--- config.mk ---
export PLATFORM = sky130hd
export DESIGN_NAME = periph_bus_bridge
export DESIGN_NICKNAME = d
export VERILOG_FILES = /design/src/rtl/periph_bus_bridge.sv
export SDC_FILE = /design/constraint.sdc
export NUM_CORES = 1
export LEC_CHECK = 0
export ABC_AREA = 1
export CAP_MARGIN = 20
export CORE_AREA = 2 2 93 163
export CTS_CLUSTER_SIZE = 30
export DETAILED_ROUTE_END_ITERATION = 7
export DIE_AREA = 0 0 95 165
export PLACE_DENSITY = 0.77
export SYNTH_ARGS = -nofsm -noshare
export SYNTH_HDL_FRONTEND = slang
export SYNTH_SLANG_ARGS = --single-unit
--- constraint.sdc ---
create_clock -name clk -period 1.45 [get_ports clk]
set_clock_uncertainty 0.05 [all_clocks]
set_input_delay 0.29 -clock clk [delete_from_list [all_inputs] [get_ports clk]]
set_output_delay 0.29 -clock clk [all_outputs]
set_load 0.1 [all_outputs]
--- src/rtl/periph_bus_bridge.sv ---
// ============================================================================
// periph_bus_bridge : sequential N-slot data-side bridge with wait states,
//                     CPU stall, and unmapped/timeout bus-error reporting.
// Revision: 1.0
// ============================================================================
`default_nettype none

module periph_bus_bridge #(
  parameter int                  N_SLV    = 4,
  parameter logic [N_SLV*32-1:0] SLV_BASE = {N_SLV{32'h0}},
  parameter logic [N_SLV*32-1:0] SLV_MASK = {N_SLV{32'hFFFF_FFFF}},
  parameter int                  TIMEOUT  = 16
) (
  input  logic                clk,
  input  logic                reset,
  input  logic                kernel_m_data_req,
  input  logic [31:0]         kernel_m_data_addr,
  input  logic [31:0]         kernel_m_data_wdata,
  input  logic [3:0]          kernel_m_data_byteen,
  output logic [31:0]         kernel_m_data_rdata,
  output logic                kernel_m_data_stall,
  output logic                kernel_m_data_done,
  output logic                kernel_m_data_err,
  output logic [N_SLV-1:0]    slv_sel,
  output logic [31:0]         slv_addr,
  output logic [31:0]         slv_wdata,
  output logic [3:0]          slv_byteen,
  input  logic [N_SLV*32-1:0] slv_rdata,
  input  logic [N_SLV-1:0]    slv_ready
);

  localparam int IDX_W = (N_SLV > 1) ? $clog2(N_SLV) : 1;
  localparam int CNT_W = (TIMEOUT > 0) ? $clog2(TIMEOUT + 1) : 1;
  localparam logic [CNT_W-1:0] CNT_LAST = CNT_W'((TIMEOUT > 0) ? TIMEOUT - 1 : 0);
  localparam logic [CNT_W-1:0] CNT_MAX  = '1;

  typedef enum logic [1:0] {
    S_IDLE   = 2'd0,
    S_ACCESS = 2'd1,
    S_DONE   = 2'd2,
    S_ERR    = 2'd3
  } state_t;

  state_t             state_q, state_d;
  logic [N_SLV-1:0]   hit_vec;
  logic               hit_any;
  logic [IDX_W-1:0]   hit_idx;
  logic [IDX_W-1:0]   idx_q;
  logic [31:0]        addr_q, wdata_q, rdata_q;
  logic [3:0]         byteen_q;
  logic [CNT_W-1:0]   cnt_q;
  logic               latch_en, cnt_inc, cap_en, ready_sel;

  for (genvar i = 0; i < N_SLV; i++) begin : g_hit
    assign hit_vec[i] = (kernel_m_data_addr & SLV_MASK[32*i +: 32]) == SLV_BASE[32*i +: 32];
  end

  // Scan from the top so the lowest matching window is the one that sticks.
  always_comb begin
    hit_any = |hit_vec;
    hit_idx = '0;
    for (int i = N_SLV - 1; i >= 0; i--) begin
      if (hit_vec[i]) hit_idx = IDX_W'(i);
    end
  end

  assign ready_sel = slv_ready[idx_q];

  always_ff @(posedge clk) begin
    if (reset) state_q <= S_IDLE;
    else       state_q <= state_d;
  end

  always_comb begin
    state_d  = state_q;
    latch_en = 1'b0;
    cnt_inc  = 1'b0;
    cap_en   = 1'b0;
    case (state_q)
      S_IDLE: begin
        if (kernel_m_data_req) begin
          if (hit_any) begin
            latch_en = 1'b1;
            state_d  = S_ACCESS;
          end else begin
            state_d  = S_ERR;
          end
        end
      end
      S_ACCESS: begin
        if (ready_sel) begin
          cap_en  = (byteen_q == 4'd0);
          state_d = S_DONE;
        end else if ((TIMEOUT != 0) && (cnt_q == CNT_LAST)) begin
          state_d = S_ERR;
        end else begin
          cnt_inc = 1'b1;
        end
      end
      S_DONE:  state_d = S_IDLE;
      S_ERR:   state_d = S_IDLE;
      default: state_d = S_IDLE;
    endcase
  end

  always_ff @(posedge clk) begin
    if (reset) begin
      idx_q    <= '0;
      addr_q   <= '0;
      wdata_q  <= '0;
      byteen_q <= '0;
      cnt_q    <= '0;
      rdata_q  <= '0;
    end else begin
      if (latch_en) begin
        idx_q    <= hit_idx;
        addr_q   <= kernel_m_data_addr;
        wdata_q  <= kernel_m_data_wdata;
        byteen_q <= kernel_m_data_byteen;
        cnt_q    <= '0;
      end else if (cnt_inc && (cnt_q != CNT_MAX)) begin
        cnt_q <= cnt_q + 1'b1;
      end
      if (cap_en) rdata_q <= slv_rdata[32*idx_q +: 32];
    end
  end

  always_comb begin
    slv_sel = '0;
    if (state_q == S_ACCESS) slv_sel[idx_q] = 1'b1;
  end

  assign slv_addr             = addr_q;
  assign slv_wdata            = wdata_q;
  assign slv_byteen           = byteen_q;
  assign kernel_m_data_rdata  = rdata_q;
  assign kernel_m_data_done   = (state_q == S_DONE) || (state_q == S_ERR);
  assign kernel_m_data_err    = (state_q == S_ERR);
  // Low in DONE/ERR so the CPU consumes the result in that cycle.
  assign kernel_m_data_stall  = ((state_q == S_IDLE) && kernel_m_data_req) || (state_q == S_ACCESS);

endmodule

`default_nettype wire
* Word-level counts from Yosys, hierarchy flattened *
Cells that the tools add are included.

storage, ports and cells
  RAM bits = 0
  word-level logic and storage cells = 38
  flip-flop bits (word level) = 107
  bits of input ports = 203
  latch bits = 0
  memory bits (read-only) = 0
  memories = 0

operators by class
  reduce and logical (&&, ||, !) cells = 10
  order comparisons = 0
  multiply operators = 0
  bitwise logic cells = 0
  divide/modulo/power cells = 0
  add/sub/neg operators = 1
  shift operators = 0
  eq/ne operators = 7
  mux-type cells = 14

operator list
  operator                                        number
  zero test 32 bit                                1
  2-to-1 mux 1 bit                                9
  2-to-1 mux 2 bit                                4
  case mux 2 bit (3 select lines)                 1
  adder 5 x 1 -> 5 bit (second input constant)    1
  == test 5 x 4 -> 1 bit (second input constant)  1
  != test 5 bit (second input constant)           1
  == test 2 bit (second input constant)           2
  zero test 4 bit                                 1
  OR reduction 2 bit                              2
  != test 3 bit (second input constant)           1
  == test 2 x 1 -> 1 bit (second input constant)  1
  logical AND 1 bit                               2
  zero test 2 bit                                 1
  logical OR 1 bit                                2
  != test 2 bit (second input constant)           1
  AND reduction 2 bit                             1

* Logic depth before layout (Yosys ltp) *
  depth after elaboration = 5
  gate-level depth with buffers = 11
  depth with buffers taken out = 11

* Worst setup path after synthesis *
No wires, ideal clock.

  path type = reg-to-reg
  from = register state_q[0]
  to = register state_q[1]
  slack = -957 ps
  clock period less this slack = 2407 ps
  data required time = 1325 ps
  arrival time = 2282 ps
  stages on the path, launching flop included = 7
  buffers on the path = 0
  setup time = 75 ps
  cells stage by stage = dfxtp_1 inv_2 nor2_2 inv_2 nand2_1 nand3_1 a31oi_1

between the ends
  word-level cells in the longest chain between the ends = 3
  elaborated cells between the ends (all ways) = 9
  those cells by class = 5 x eq/ne; 1 x mux; 3 x reduce/logical

RTL lines
  what                                                                    line  source
  from (decl)                                                             44    state_t state_q, state_d;
  from (signal assigned)                                                  71    else state_q <= state_d;
  == test 2 bit, or another cell as far along                             79    case (state_q)
  OR reduction 2 bit (no line), or another cell as far along              n/a
  case mux 2 bit (3 select lines) or AND reduction 2 bit (tied branches)  n/a

Several ways; a longest one is shown, not always the timed one.
A chain may end at the register's enable or synchronous reset.

* Worst setup path in the final report *
  from = register state_q[0]
  to = output port kernel_m_data_stall

between the ends
  word-level cells in the longest chain between the ends = 3
  elaborated cells between the ends (all ways) = 4
  those cells by class = 1 x eq/ne; 3 x reduce/logical

RTL lines
  what                  line  source
  zero test 2 bit       140   assign kernel_m_data_stall = ((state_q == S_IDLE) && kernel_m_data_req) || (state_q == S_ACCESS);
  logical AND 1 bit     140
  logical OR 1 bit (*)  140
  to (decl)             21    output logic kernel_m_data_stall,

Mark *: on every way between the ends. The rest lies on a longest branch, timed or not.

==> run_results.csv <==
group,metric,value,unit
run_status,status,"finished, violations left",
run_status,violations,"setup timing",
critical_path,path_cells,"inv_4 > nor2_4 > inv_2 > buf_6 > nand2_4 > buf_12",
routing,route.vias.total,4531,
timing,layout_min_cycle_time,1.63,ns
synth,yosysMostFrequentCell,"nor2_1",
timing,worst_slack,-0.175,ns
layout,fin_cells,995,
timing,setup_viol,43,
global_routing,grt_pass1_wl,22100,um
synth,ys_top_cells_by_area,"dfxtp_1 (51%), nor2_1 (11%), nand3_1 (8.1%), inv_1 (7.1%), nand2_1 (5.3%)",
synth,synth-async-reset-ratio,0,%
timing,finalHoldViolations,0,
place,place_congestion,0.839,
timing,slew_viol_final,0,
critical_path,cp_data_required_time,1.11,ns
synth,synth-main-ff-cell,"dfxtp_1",
die,fp-row-count,58,
clock_network,numCtsBuffers,9,
critical_path,path_max_fanout,3,
global_routing,grt_use_total,18.1,%
die,fp.dieH,165,um
place,hpwl,9780,um
power,p_per_area,825,nW/um^2
synth,synth_area,4240,um^2
place,io_buffers,207,
routing,drtAntennaViolNets,0,
critical_path,crit_type,"reg -> out",
synth,seq_area_frac_synth,50.5,%
clock_network,cts-root-buf,"clkbuf_16",
layout,nNetsFinal,1016,
layout,multi_input_area,1910,um^2
routing,drc_errors,0,
global_routing,antenna_found_initial,0,
clock_network,path_clk_slew,0.08,ns
synth,ys_warn_count,0,
critical_path,cp_slowest_cell,"dfxtp_2",
synth,syn_inst,572,
global_routing,grt-ovfl-total,0,
layout,antenna_cells,0,
layout,syn2layout_area_growth,107,%
critical_path,setup.worst_path.end_class,"output pin",
synth,netlist.top_cell.by_area,"dfxtp_1",
timing,min_period_over_period,112,%
synth,yosysTopAreaCellShare,50.5,%
routing,routed_wirelength,15200,um
synth,synth_area_per_cell,7.42,um^2
die,coreArea,14300,um^2
timing,hold_ws,0.441,ns
place,dpl.cell_count,955,
timing,fmax,615,MHz
clock_network,htreeDepth,3,
timing,rsz0062_at_grt,"true",
critical_path,cp.arrival,1.29,ns
routing,drt_iter0_markers,112,
layout,drive_gt1_share,33.0,%
routing,vias_per_cell,4.55,
power,cellLeakagePower,3.90,nW
clock_network,clk_latency,0.34,ns
synth,ys_types,23,
synth,ys_seq_elements,107,
job,maxCapViolations,0,
power,vdd_drop_max,0.555,mV
clock_network,cts_max_path_buffers,2,
routing,drt_pass1_iterations,6,
global_routing,grt_pass1_vias,4416,
global_routing,grt_max_degree,65,
die,die-area,15700,um^2
layout,fill_cells,1072,
die,num_io_pins,310,
layout,utilization,61.4,%
routing,wl_per_cell,15.2,um
clock_network,cts.sink_count,107,
die,die_w,95,um
clock_network,cts_tree,"done",
layout,seqCellArea,2150,um^2
critical_path,critPathMaxStageDelay,0.36,ns
die,start_util,29.7,%
critical_path,critPathLaunchType,"flop",
synth,synth_edf_count,0,
min_path,hp-class,"reg -> reg",
synth,synthTopCellsByCount,"nor2_1 (128), dfxtp_1 (107), inv_1 (80)",
==> path summary, 6_finish.rpt <==
check,endpoint,slack (ns),depth (start not counted),from
worst max-delay path,kernel_m_data_stall,-0.18,6,state_q[0]$_SDFFE_PP0P_
worst max register to register,kernel_m_data_rdata[28]$_SDFFE_PP0P_,-0.18,9,state_q[0]$_SDFFE_PP0P_
worst min-delay path,slv_addr[27]$_SDFFE_PP0P_,0.44,2,slv_addr[27]$_SDFFE_PP0P_
worst min register to register,slv_addr[27]$_SDFFE_PP0P_,0.44,2,slv_addr[27]$_SDFFE_PP0P_
==> sequential cells by signal (all words and copies together), names as in the netlist <==
signal and flops:
state_q 2, slv_wdata 32, slv_byteen 4, kernel_m_data_rdata 32, cnt_q 5, slv_addr 32
==> worst max-delay path: cells and delay by family (launching register included) <==
family	cells	cell delay (ns)
buffers and inverters	4	0.39
DFF	1	0.36
and+or+nand+nor	2	0.18
==> repair_timing <==
action,CTS,global route
resized for setup,118,73
cloned,8,6
setup endpoints to repair,105,106
pin swaps,31,31
setup buffers,15,2
hold buffers,0,0
==> cells in the final DEF (no fill, tap or decap), drive strengths merged, types with 3 or more instances in the layout <==
cell type | Yosys | routed
a21oi | 37 | 37
buf | 33 | 157
clkbuf | 7 | 14
clkdlybuf4s15 | 0 | 3
clkdlybuf4s50 | 0 | 71
clkinv | 0 | 4
conb | 1 | 3
dfxtp | 107 | 107
dlygate4sd2 | 0 | 29
ha | 3 | 3
inv | 83 | 85
nand2 | 61 | 61
nand3 | 69 | 69
nor2 | 131 | 131
o21ai | 33 | 33
xor2 | 3 | 3
==> metal layers <==
layer  part of all wire (%)  global-route usage [%]  up-vias  routed length [um]
li1                       -                       -     2239                   -
met1                     35                    18.3     2096                5240
met2                     56                    33.8      164                8490
met3                    6.1                    5.06       32                 922
met4                    3.4                    7.84        0                 517
met5                      0                       0        -                   0
==> logic make-up after synthesis <==
group / after synthesis / synth area share (%)
simple gates: 264 / 26.0
flops: 107 / 50.5
other cells: 1 / 0.0884
buf+inv: 123 / 13.5
compound gates: 71 / 8.41
xor+xnor: 3 / 0.620
fa+ha+maj: 3 / 0.885
==> power by group <==
part	internal (mW)	total [mW]	switching (mW)
Combinational	0.710	1.62	0.915
Sequential	2.99	3.06	0.0663
Clock	1.38	2.56	1.19
==> layout make-up <==
type                            count  area share [%]
Sequential cell                   107            24.5
Clock buffer                        9            2.57
Clock inverter                      7           0.983
Inverter                           83            3.72
Multi-Input combinational cell    344            21.7
Timing Repair Buffer              265            44.0
Tap cell                          180            2.57
==> metrics by stage <==
step | power (mW) | instance area, um^2 | setup WS [ns] | TNS [ns]
after floorplan | 3.85 | 4270 | -0.310 | -10.97
after global placement | 4.49 | 7720 | -0.525 | -43.01
after detailed placement | 4.51 | 7720 | -0.555 | -48.52
after CTS | 7.18 | 8560 | -0.165 | -3.62
after global routing | 7.54 | 8780 | -0.270 | -11.40
final | 7.25 | 8780 | -0.175 | -4.52
(Power assumes the default switching activity.)
